--- src/rtl/watchdog_reset.sv ---
// watchdog_reset: re-asserts reset at run time (PULSE_LEN-cycle wdt_rst) when kicks stop.
// Optional macro WDT_WINDOW_EN: a kick in ARMED before cnt reaches WIN_MIN is a fault and bites.
//
// state | meaning
// IDLE  | disarmed, cnt held at 0
// ARMED | counting since arm/last kick, below WARN_AT
// WARN  | count past WARN_AT, warn high, bite pending
// BITE  | wdt_rst high for PULSE_LEN cycles, inputs ignored
// HOLD  | HOLDOFF cycles of quiet before re-arming or going idle
module watchdog_reset #(
  parameter int CNT_W     = 16,
  parameter int TIMEOUT   = 4000,
  parameter int WARN_AT   = 3000,
  parameter int PULSE_LEN = 62,
  parameter int HOLDOFF   = 62,
  parameter int WIN_MIN   = 500
) (
  input  logic       clk40,
  input  logic       rst,
  input  logic       arm,
  input  logic       kick,
  output logic       wdt_rst,
  output logic       warn,
  output logic [7:0] bite_cnt,
  output logic [2:0] state_o
);

  typedef enum logic [2:0] {
    IDLE  = 3'd0,
    ARMED = 3'd1,
    WARN  = 3'd2,
    BITE  = 3'd3,
    HOLD  = 3'd4
  } state_t;

  localparam logic [CNT_W-1:0] WARN_TC    = CNT_W'(WARN_AT - 1);
  localparam logic [CNT_W-1:0] TIMEOUT_TC = CNT_W'(TIMEOUT - 1);
  localparam logic [CNT_W-1:0] PULSE_TC   = CNT_W'(PULSE_LEN - 1);
  localparam logic [CNT_W-1:0] HOLD_TC    = CNT_W'(HOLDOFF - 1);

  if (WARN_AT < 1 || WARN_AT >= TIMEOUT || PULSE_LEN < 1 || HOLDOFF < 1 ||
      TIMEOUT >= (1 << CNT_W) || WIN_MIN >= (1 << CNT_W)) begin : g_bad_params
    $error("watchdog_reset: inconsistent timing parameters");
  end

`ifdef WDT_WINDOW_EN
  localparam logic [CNT_W-1:0] WIN_LIM = CNT_W'(WIN_MIN);
`endif

  state_t           state;
  logic [CNT_W-1:0] cnt;

  assign state_o = state;

  function automatic logic [7:0] sat_inc(input logic [7:0] v);
    return (v == 8'hFF) ? v : v + 8'd1;
  endfunction

  always_ff @(posedge clk40) begin
    if (rst) begin
      state    <= IDLE;
      cnt      <= '0;
      wdt_rst  <= 1'b0;
      warn     <= 1'b0;
      bite_cnt <= 8'd0;
    end else begin
      case (state)
        IDLE: begin
          cnt <= '0;
          if (arm) state <= ARMED;
        end

        ARMED: begin
          if (!arm) begin
            state <= IDLE;
            cnt   <= '0;
          end
`ifdef WDT_WINDOW_EN
          else if (kick && cnt < WIN_LIM) begin
            state    <= BITE;
            cnt      <= '0;
            wdt_rst  <= 1'b1;
            bite_cnt <= sat_inc(bite_cnt);
          end
`endif
          else if (kick) begin
            cnt <= '0;
          end else if (cnt == WARN_TC) begin
            state <= WARN;
            warn  <= 1'b1;
            cnt   <= cnt + 1'b1;
          end else begin
            cnt <= cnt + 1'b1;
          end
        end

        WARN: begin
          if (!arm) begin
            state <= IDLE;
            warn  <= 1'b0;
            cnt   <= '0;
          end else if (kick) begin
            state <= ARMED;
            warn  <= 1'b0;
            cnt   <= '0;
          end else if (cnt == TIMEOUT_TC) begin
            state    <= BITE;
            warn     <= 1'b0;
            wdt_rst  <= 1'b1;
            cnt      <= '0;
            bite_cnt <= sat_inc(bite_cnt);
          end else begin
            cnt <= cnt + 1'b1;
          end
        end

        BITE: begin
          if (cnt == PULSE_TC) begin
            state   <= HOLD;
            wdt_rst <= 1'b0;
            cnt     <= '0;
          end else begin
            cnt <= cnt + 1'b1;
          end
        end

        HOLD: begin
          // arm is only looked at here, so a disarm during the bite lands at the end of HOLD
          if (cnt == HOLD_TC) begin
            state <= arm ? ARMED : IDLE;
            cnt   <= '0;
          end else begin
            cnt <= cnt + 1'b1;
          end
        end

        default: begin
          state   <= IDLE;
          cnt     <= '0;
          wdt_rst <= 1'b0;
          warn    <= 1'b0;
        end
      endcase
    end
  end

endmodule

--- config.mk ---
export PLATFORM = sky130hd
export DESIGN_NAME = watchdog_reset
export DESIGN_NICKNAME = d
export VERILOG_FILES = /design/src/rtl/watchdog_reset.sv
export SDC_FILE = /design/constraint.sdc
export NUM_CORES = 1
export LEC_CHECK = 0
export BUFFER_PORTS_ARGS = -buffer_cell sky130_fd_sc_hd__buf_4
export CORE_AREA = 2 2 55 57
export CTS_CLUSTER_SIZE = 40
export DETAILED_ROUTE_END_ITERATION = 10
export DIE_AREA = 0 0 57 59
export MAX_ROUTING_LAYER = met4
export PLACE_DENSITY = 0.77
export SLEW_MARGIN = 40
export SYNTH_ARGS = -nofsm -noshare
export SYNTH_HDL_FRONTEND = slang
export SYNTH_SLANG_ARGS = --single-unit
--- constraint.sdc ---
create_clock -name clk40 -period 4.22 [get_ports clk40]
set_input_delay 0.211 -clock clk40 [delete_from_list [all_inputs] [get_ports clk40]]
set_output_delay 0.211 -clock clk40 [all_outputs]
set_load 0.02 [all_outputs]
Yosys cells after proc, flatten, opt, wreduce, memory -nomap -nowiden
Index checks and enable logic that the tools add are counted.
{"block": "word_totals", "n_memories": 0, "romBits": 0, "latchBits": 0, "mem_bits_rw": 0, "reg_bits": 29}
{"block": "op_classes", "div": 0, "muxes": 30, "bitwise_logic": 4, "reduce_logical": 8, "add_sub_neg": 2, "magnitude_cmp": 0, "shift": 0, "eq_ne": 20, "multipliers": 0}
{"cell": "two-way mux 16 bit", "n": 6}
{"cell": "one-hot mux 16 bit (3 select lines)", "n": 1}
{"cell": "equality test 16 x 12 -> 1 bit, second input constant", "n": 2}
{"cell": "two-way mux 3 bit", "n": 9}
{"cell": "!= test 2 bit, second input constant", "n": 9}
{"cell": "adder 16 x 1 -> 16 bit, second input constant", "n": 1}
{"cell": "equality test 16 x 6 -> 1 bit, second input constant", "n": 1}
{"cell": "one-hot mux 3 bit (5 select lines)", "n": 1}
{"cell": "AND reduction 5 bit", "n": 3}
{"cell": "two-way mux 1 bit", "n": 11}
{"cell": "adder 8 x 1 -> 8 bit, second input constant", "n": 1}
{"cell": "equality test 8 bit, second input constant", "n": 1}
{"cell": "equality test 3 x 2 -> 1 bit, second input constant", "n": 2}
{"cell": "!= test 3 bit, second input constant", "n": 2}
{"cell": "one-hot mux 1 bit (3 select lines)", "n": 2}
{"cell": "AND reduction 6 bit", "n": 1}
{"cell": "OR reduction 3 bit", "n": 2}
{"cell": "!= test 4 bit, second input constant", "n": 1}
{"cell": "inverter 1 bit", "n": 4}
{"cell": "equality test 3 x 1 -> 1 bit, second input constant", "n": 1}
{"cell": "equality test 3 bit, second input constant", "n": 1}
{"cell": "zero test 3 bit", "n": 1}
{"cell": "OR reduction 2 bit", "n": 1}

Logic depth before layout (Yosys ltp)
Gate-level depths: netlist (run 1).
{"block": "depth", "ltp_word": 5, "mapped_depth": 8, "depth_no_buf": 7}

Worst setup path after synthesis (run 1)
No wires, ideal clock.
{"block": "synth_path", "path_type": "register to register", "start": "register state[0], in the netlist state_o[0]", "end": "register cnt[10]", "period_less_slack_ns": 1.977, "slack_ns": 2.243, "required_ns": 4.156, "setup_time_ns": 0.064, "path_stages_with_launch": 9, "t_arrival_ns": 1.913, "cell_sequence": "dfxtp_1 clkbuf_1 nand2b_1 or3_1 buf_2 nand2b_1 a211o_1 buf_2 nor2_1"}
{"block": "synth_via", "elab_chain_cells": 3, "word_cells_on_any_way": 6, "cone_classes": "4 x eq/ne; 1 x mux; 1 x reduce/logical"}
{"item": "start, declared", "line_no": "50", "text": "state_t state;"}
{"item": "start signal, assigned", "line_no": "130", "text": "state <= arm ? ARMED : IDLE;"}
{"item": "equality test 3 bit / equality test 3 x 2 -> 1 bit (equally long branches)", "line_no": "67", "text": "case (state)"}
{"item": "OR reduction 2 bit (no source line)"}
{"item": "one-hot mux 16 bit (3 select lines) *", "line_no": "67"}
{"item": "end signal, assigned", "line_no": "91", "text": "cnt <= cnt + 1'b1;"}
{"item": "end signal, assigned", "line_no": "93", "text": "cnt <= cnt + 1'b1;"}
{"item": "end signal, assigned", "line_no": "113", "text": "cnt <= cnt + 1'b1;"}
{"item": "end, declared", "line_no": "51", "text": "logic [CNT_W-1:0] cnt;"}
Every way passes the cells marked *; elsewhere a longest branch is shown, timed or not.
A chain may end at the register's enable or synchronous reset.

Worst setup path in the final report (run 1)
{"block": "layout_path", "start": "register cnt[0]", "end": "register state[0], in the netlist state_o[0]"}
{"block": "layout_via", "elab_chain_cells": 3, "word_cells_on_any_way": 8, "cone_classes": "7 x eq/ne; 1 x reduce/logical"}
{"item": "equality test 16 x 12 -> 1 bit, or another cell as far along", "line_no": "106", "text": "end else if (cnt == TIMEOUT_TC) begin"}
{"item": "!= test 4 bit (no source line), or another cell as far along"}
{"item": "AND reduction 6 bit (no source line) *"}
Marked as above.

==> flow_metrics.env, run 1 <==
export IMPL_grt_use_total_pct=22.3
export IMPL_combPwrFrac_pct=9.0
export IMPL_fin_cells=233
export IMPL_ff_latch_area_um2=581
export IMPL_drt_iter0_drc=50
export IMPL_wl_um=3270
export IMPL_ys_seq_elements=29
export IMPL_required_ps=4480
export IMPL_grt_pass1_vias=1315
export IMPL_cp_top_family="simple AND/OR/NAND/NOR gates"
export IMPL_powerDensity_mw_per_mm2=327
export IMPL_slowest_stage="or4_1"
export IMPL_drv_cap=0
export IMPL_finClkSkew_ps=5.39
export IMPL_final_util_pct=65.6
export IMPL_io_pins=17
export IMPL_syn_inst=184
export IMPL_yosys_warnings=0
export IMPL_min_period_ps=2200
export IMPL_slew_headroom_pct=56.8
export IMPL_met3_usage_pct=5.02
export IMPL_start_kind="register"
export IMPL_endpoint_kind="register"
export IMPL_die_x_um=57
export IMPL_htreeDepth=2
export IMPL_route_detailed_drc=0
export IMPL_period_share_pct=52.1
export IMPL_ys_seq_area_share_pct=37.2
export IMPL_cts_clk_slew_worst_paths_ps=100
export IMPL_overflow=0
export IMPL_post_cts_resized=0
export IMPL_ir_drop_v=0.000332
export IMPL_core_area_mm2=0.00271
export IMPL_p_clk_share_pct=41.7
export IMPL_fill_cells=243
export IMPL_syn_area_per_cell_um2=8.49
export IMPL_timing_critical_path_buf_inv=0
export IMPL_syn_area_mm2=0.00156
export IMPL_p_leak_nw=0.635
export IMPL_seqPwrFrac_pct=49.4
export IMPL_met1_usage_pct=26.3
export IMPL_wl_per_cell_um=14.1
export IMPL_area_delta_synth_final_pct=13.9
export IMPL_grt_max_degree=16
export IMPL_clk_path_buf_depth=2
export IMPL_fp_row_count=19
export IMPL_max_freq_ghz=0.455
export IMPL_ant_nets=0
export IMPL_worst_pin_slew_ps=642
export IMPL_antenna_found_initial=0
export IMPL_switching_share_pct=24.3
export IMPL_insertion_delay_ps=330
export IMPL_switching_power_w=0.000141
export IMPL_root_buffer="clkbuf_4"
export IMPL_path_max_fanout=10
export IMPL_hold_buffers=0
export IMPL_met2_usage_pct=35.5
export IMPL_vias_per_cell=5.94
export IMPL_port_buffers=16
export IMPL_grt_pass1_wl_um=5690
export IMPL_initial_utilization_pct=57.6
export IMPL_placed_cells=225
export IMPL_finalSetupTns_ps=0
export IMPL_cp_slowest_stage_delay_ps=530
export IMPL_slew_violations=0
export IMPL_p_int_w=0.000440
export IMPL_hold_path_class="input pin to register"
export IMPL_antennaDiodeCount=0
export IMPL_setup_viol=0
export IMPL_grt_most_used_layer="met2"
export IMPL_synth_cell_types=42
export IMPL_dieArea_mm2=0.00336
export IMPL_hold_viol=0
export IMPL_cts_buffers=5
export IMPL_multiInputGateArea_um2=938
export IMPL_die_h_um=59
export IMPL_post_cts_setup_buffers=0
export IMPL_rsz0062_at_grt="false"
export IMPL_worstPathArrival_ps=2460
export IMPL_synth_top_area_share_pct=37.2
export IMPL_synth_largest_area_cell="dfxtp_1"
export IMPL_hpwl_um=2350
export IMPL_ys_top_cells_by_area="dfxtp_1, nor2_1, xnor2_1, xor2_1, nand2_1"
export IMPL_tritoncts="built"
export IMPL_cp_cell_sequence="ha_1 > and4bb_2 > nand4b_4 > nor2b_1 > or4_1 > a31oi_1"
export IMPL_clock_sinks=29
export IMPL_status="completed"
export IMPL_syn_nets=191
export IMPL_path_class="register to register"
export IMPL_nets=208
export IMPL_first_pass_iters=5
export IMPL_gp_congestion=0.867
export IMPL_post_dp_cell_area_mm2=0.00169
export IMPL_drive_above_1_share_pct=14.4
export IMPL_vias=1383
export IMPL_final_cell_area_mm2=0.00178
-- power by group through the flow --
stage	Sequential (W)	Clock, W	Combinational (W)
floorplan	0.000290	0	0.0000379
detailed placement	0.000293	0	0.0000505
global route	0.000287	0.000253	0.0000567
global placement	0.000293	0	0.0000483
finish	0.000287	0.000242	0.0000520
CTS	0.000286	0.000244	0.0000507
-- metrics by stage --
stage / setup WS [ps] / power (W) / hold WS (ps)
floorplan: 2240 / 0.000328 / 284
global placement: 2130 / 0.000341 / 455
detailed placement: 2080 / 0.000343 / 466
CTS: 2050 / 0.000581 / 152
global route: 1940 / 0.000597 / 167
finish: 2020 / 0.000581 / 162
-- final cells by class --
cell class	count	share of cell area, %
timing repair buffer	16	6.76
inverter	4	0.844
clock inverter	1	1.69
sequential	29	32.7
multi-input combinational	145	52.8
clock buffer	7	3.10
tap	31	2.18
-- kinds of logic (layout without fill, tap and decap cells) --
logic type	after synthesis	in the layout	share of synthesized area, %
xor gates and xnor gates	20	20	11.2
DFF	29	29	37.2
AOI/OAI and AO/OA	20	20	8.97
adders and majority gates	3	3	2.40
buffers and inverters	10	28	2.72
muxes	2	2	1.28
and+or+nand+nor	100	100	36.2
-- Yosys cell counts, drive strengths merged --
master / number
xor2: 8
a221oi: 3
nand4b: 2
nand2b: 7
a21oi: 5
and4bb: 1
or4: 2
nor4b: 1
o21ai: 3
nand4: 4
nor2: 29
nand4bb: 1
a21o: 1
and4: 3
a211o: 1
nor4: 8
clkbuf: 2
a31oi: 1
nor3: 6
nand3: 7
and3b: 1
a21boi: 1
nor2b: 3
a211oi: 2
o21a: 2
and2: 1
nand2: 18
ha: 3
and4b: 1
buf: 4
or3: 3
o32a: 1
xnor2: 12
mux2i: 2
and3: 2
dfxtp: 29
inv: 4
-- state kept, by name (all words and copies together) (netlist names) --
register	flops
bite_cnt	8
state_o	3
cnt	16
warn	1
wdt_rst	1
-- final timing paths --
| check | from | to | slack (ps) | cells past startpoint |
|---|---|---|---|---|
| setup / recovery | cnt[0] | state_o[0] | 2020 | 6 |
| hold / removal | rst | bite_cnt[3] | 160 | 2 |
| setup reg to reg | cnt[0] | state_o[0] | 2020 | 6 |
| hold reg to reg | wdt_rst | wdt_rst | 480 | 1 |
-- placed cells by master (no fill, tap or decap), drive strengths merged, types with 3 or more instances in the layout --
cell	count
nor2b	3
xnor2	12
nor3	6
nand2	18
nand2b	7
a221oi	3
nand3	7
clkbuf	7
a21oi	5
or3	3
buf	16
and4	3
inv	4
o21ai	3
nand4	4
ha	3
nor4	8
xor2	8
dfxtp	29
nor2	29
-- layer usage --
| metal | up-vias | share of wire (%) |
|---|---|---|
| met3 | 13 | 4.2 |
| met2 | 46 | 48 |
| li1 | 688 | - |
| met1 | 636 | 46 |
| met4 | 0 | 2.4 |
| met5 | - | 0 |
No activity file was read; power rests on OpenSTA's default activity.
==> run 2: changes to the inputs <==
--- a/config.mk
+++ b/config.mk
@@ -6,12 +6,12 @@
 export NUM_CORES = 1
 export LEC_CHECK = 0
 export BUFFER_PORTS_ARGS = -buffer_cell sky130_fd_sc_hd__buf_4
-export CORE_AREA = 2 2 55 57
+export CORE_AREA = 2 2 58 60
 export CTS_CLUSTER_SIZE = 40
 export DETAILED_ROUTE_END_ITERATION = 10
-export DIE_AREA = 0 0 57 59
+export DIE_AREA = 0 0 60 62
 export MAX_ROUTING_LAYER = met4
-export PLACE_DENSITY = 0.77
+export PLACE_DENSITY = 0.73
 export SLEW_MARGIN = 40
 export SYNTH_ARGS = -nofsm -noshare
 export SYNTH_HDL_FRONTEND = slang
==> constraint.sdc (replaced) <==
create_clock -name clk40 -period 1.9 [get_ports clk40]
set_input_delay 0.095 -clock clk40 [delete_from_list [all_inputs] [get_ports clk40]]
set_output_delay 0.095 -clock clk40 [all_outputs]
set_load 0.02 [all_outputs]
==> flow_metrics.env, run 2 (synthesized netlist as in run 1, its figures left out) <==
export IMPL_status="finished with violations"
export IMPL_violations="negative setup slack"
export IMPL_clock_sinks=29
export IMPL_fill_cells=271
export IMPL_wl_per_cell_um=13.8
export IMPL_met1_usage_pct=24.0
export IMPL_worst_pin_slew_ps=424
export IMPL_hold_depth=2
export IMPL_rsz0062_at_grt="true"
export IMPL_finClkSkew_ps=7.89
export IMPL_drt_iter0_drc=62
export IMPL_setup_viol=1
export IMPL_reg2reg_depth=5
export IMPL_hold_viol=0
export IMPL_cts_buffers=5
export IMPL_switching_power_w=0.000305
export IMPL_final_util_pct=64.3
export IMPL_powerDensity_mw_per_mm2=572
export IMPL_first_pass_iters=4
export IMPL_largest_reg_flops=16
export IMPL_wl_um=3750
export IMPL_combPwrFrac_pct=14.0
export IMPL_met3_usage_pct=6.83
export IMPL_port_buffers=16
export IMPL_core_area_mm2=0.00318
export IMPL_die_x_um=60
export IMPL_path_class="register to register"
export IMPL_slew_violations=0
export IMPL_grt_pass1_vias=1362
export IMPL_root_buffer="clkbuf_4"
export IMPL_hpwl_um=2770
export IMPL_worst_slack_ps=-20.4
export IMPL_endpoint_kind="register"
export IMPL_max_freq_ghz=0.521
export IMPL_met2_usage_pct=38.4
export IMPL_drv_cap=0
export IMPL_cts_clk_slew_worst_paths_ps=90
export IMPL_vias=1453
export IMPL_grt_pass1_wl_um=5910
export IMPL_overflow=0
export IMPL_worstPathArrival_ps=2190
export IMPL_required_ps=2170
export IMPL_io_pins=17
export IMPL_min_period_ps=1920
export IMPL_clk_path_buf_depth=2
export IMPL_initial_utilization_pct=49.1
export IMPL_die_h_um=62
export IMPL_p_leak_nw=0.795
export IMPL_p_int_w=0.000864
export IMPL_cp_slowest_stage_delay_ps=540
export IMPL_cp_cell_sequence="or4_4 > nor4_4 > a21oi_2 > or4_1 > a31oi_1"
export IMPL_route_detailed_drc=0
export IMPL_grt_max_degree=16
export IMPL_antenna_found_initial=0
export IMPL_gp_congestion=0.864
export IMPL_finalSetupTns_ps=-20.4
export IMPL_seqPwrFrac_pct=53.2
export IMPL_period_share_pct=101
export IMPL_tritoncts="built"
export IMPL_mostFrequentLayoutCell="buf_4"
export IMPL_worst_r2r_endpoint="state_o[0]"
export IMPL_slew_headroom_pct=71.5
export IMPL_timing_rr_start="cnt[9]"
export IMPL_path_max_fanout=4
export IMPL_grt_use_total_pct=22.5
export IMPL_p_clk_share_pct=32.8
export IMPL_dieArea_mm2=0.00372
export IMPL_htreeDepth=2
export IMPL_switching_share_pct=26.1
export IMPL_ir_drop_v=0.000386
export IMPL_start_kind="register"
export IMPL_post_place_ws_ps=-30.8
export IMPL_hold_start="rst"
export IMPL_ant_nets=0
export IMPL_regMostFlops="cnt"
export IMPL_antennaDiodeCount=0
export IMPL_hold_path_class="input pin to register"
export IMPL_vias_per_cell=5.36
export IMPL_layout_cells_most_common_list="buf_4, nor2_1, dfxtp_1"
export IMPL_fp_row_count=21
export IMPL_insertion_delay_ps=340
export IMPL_hold_path_end="bite_cnt[2]"
export IMPL_area_delta_synth_final_pct=31.0
export IMPL_slowest_stage="or4_4"
export IMPL_r2r_slack_ps=-20
export IMPL_grt_most_used_layer="met2"
export IMPL_drive_above_1_share_pct=28.4
export IMPL_nets=232
run 2: cell types whose count changed in the layout (fill, tap and decap cells not counted), sizes merged:
cell and delta:
buf +23, bufinv -1, clkbuf +1
run 2: power by group through the flow:
stage                     clock network (W)  logic (W)  registers (W)
final                              0.000384   0.000164       0.000622
after CTS                          0.000394   0.000150       0.000622
after global placement                    0   0.000149       0.000636
after detailed placement                  0   0.000149       0.000636
after floorplan                           0  0.0000952       0.000646
after global routing               0.000426   0.000179       0.000623
run 2: timing repair:
action | 4_1_cts | 5_1_grt
buffers inserted | 0 | 2
setup endpoints to repair | 3 | 19
cloned | 0 | 1
hold buffers | 0 | 0
resized for setup | 2 | 8
pin swaps | 1 | 0
run 2: area by class of cell:
| cell class | instances | area [um^2] | area share, % |
|---|---|---|---|
| inverter | 4 | 15.0 | 0.734 |
| timing repair buffer | 40 | 343 | 16.8 |
| clock buffer | 7 | 55.1 | 2.69 |
| tap | 46 | 57.6 | 2.81 |
| sequential | 29 | 587 | 28.7 |
| multi-input combinational | 145 | 988 | 48.3 |
run 2: metal layers:
layer / wire length [um] / part of all wire [%]
met5: 0 / 0
met4: 74 / 2.0
met3: 120 / 3.2
met2: 1910 / 51
met1: 1650 / 44
run 2: metrics by stage:
| stage | cell area, um^2 | std cells | power, W | hold slack (ps) |
|---|---|---|---|---|
| floorplan | 1590 | 184 | 0.000742 | 168 |
| global placement | 1900 | 261 | 0.000784 | 385 |
| detailed placement | 1900 | 261 | 0.000786 | 400 |
| CTS | 1970 | 268 | 0.00117 | 35.6 |
| global route | 2050 | 271 | 0.00123 | 35.2 |
| finish | 2050 | 271 | 0.00117 | 45.1 |
run 2: worst max-delay path by stage:
| stage | startpoint | endpoint | slack, ps | cells after the start |
|---|---|---|---|---|
| 6_report | cnt[9] | state_o[0] | -20 | 5 |
| 3_3_place_gp | cnt[6] | state_o[0] | 40 | 5 |
| 2_1_floorplan | state_o[0] | cnt[8] | -20 | 8 |
| 3_5_place_dp | cnt[1] | bite_cnt[6] | -30 | 7 |
| 5_1_grt | cnt[9] | state_o[0] | -120 | 5 |
| 4_1_cts | cnt[9] | state_o[0] | -20 | 5 |
run 2: critical path: cells and delay by family (launching register included):
family,cells,cell delay (ps)
compound gates,2,280
simple gates,3,1240
flops,1,330
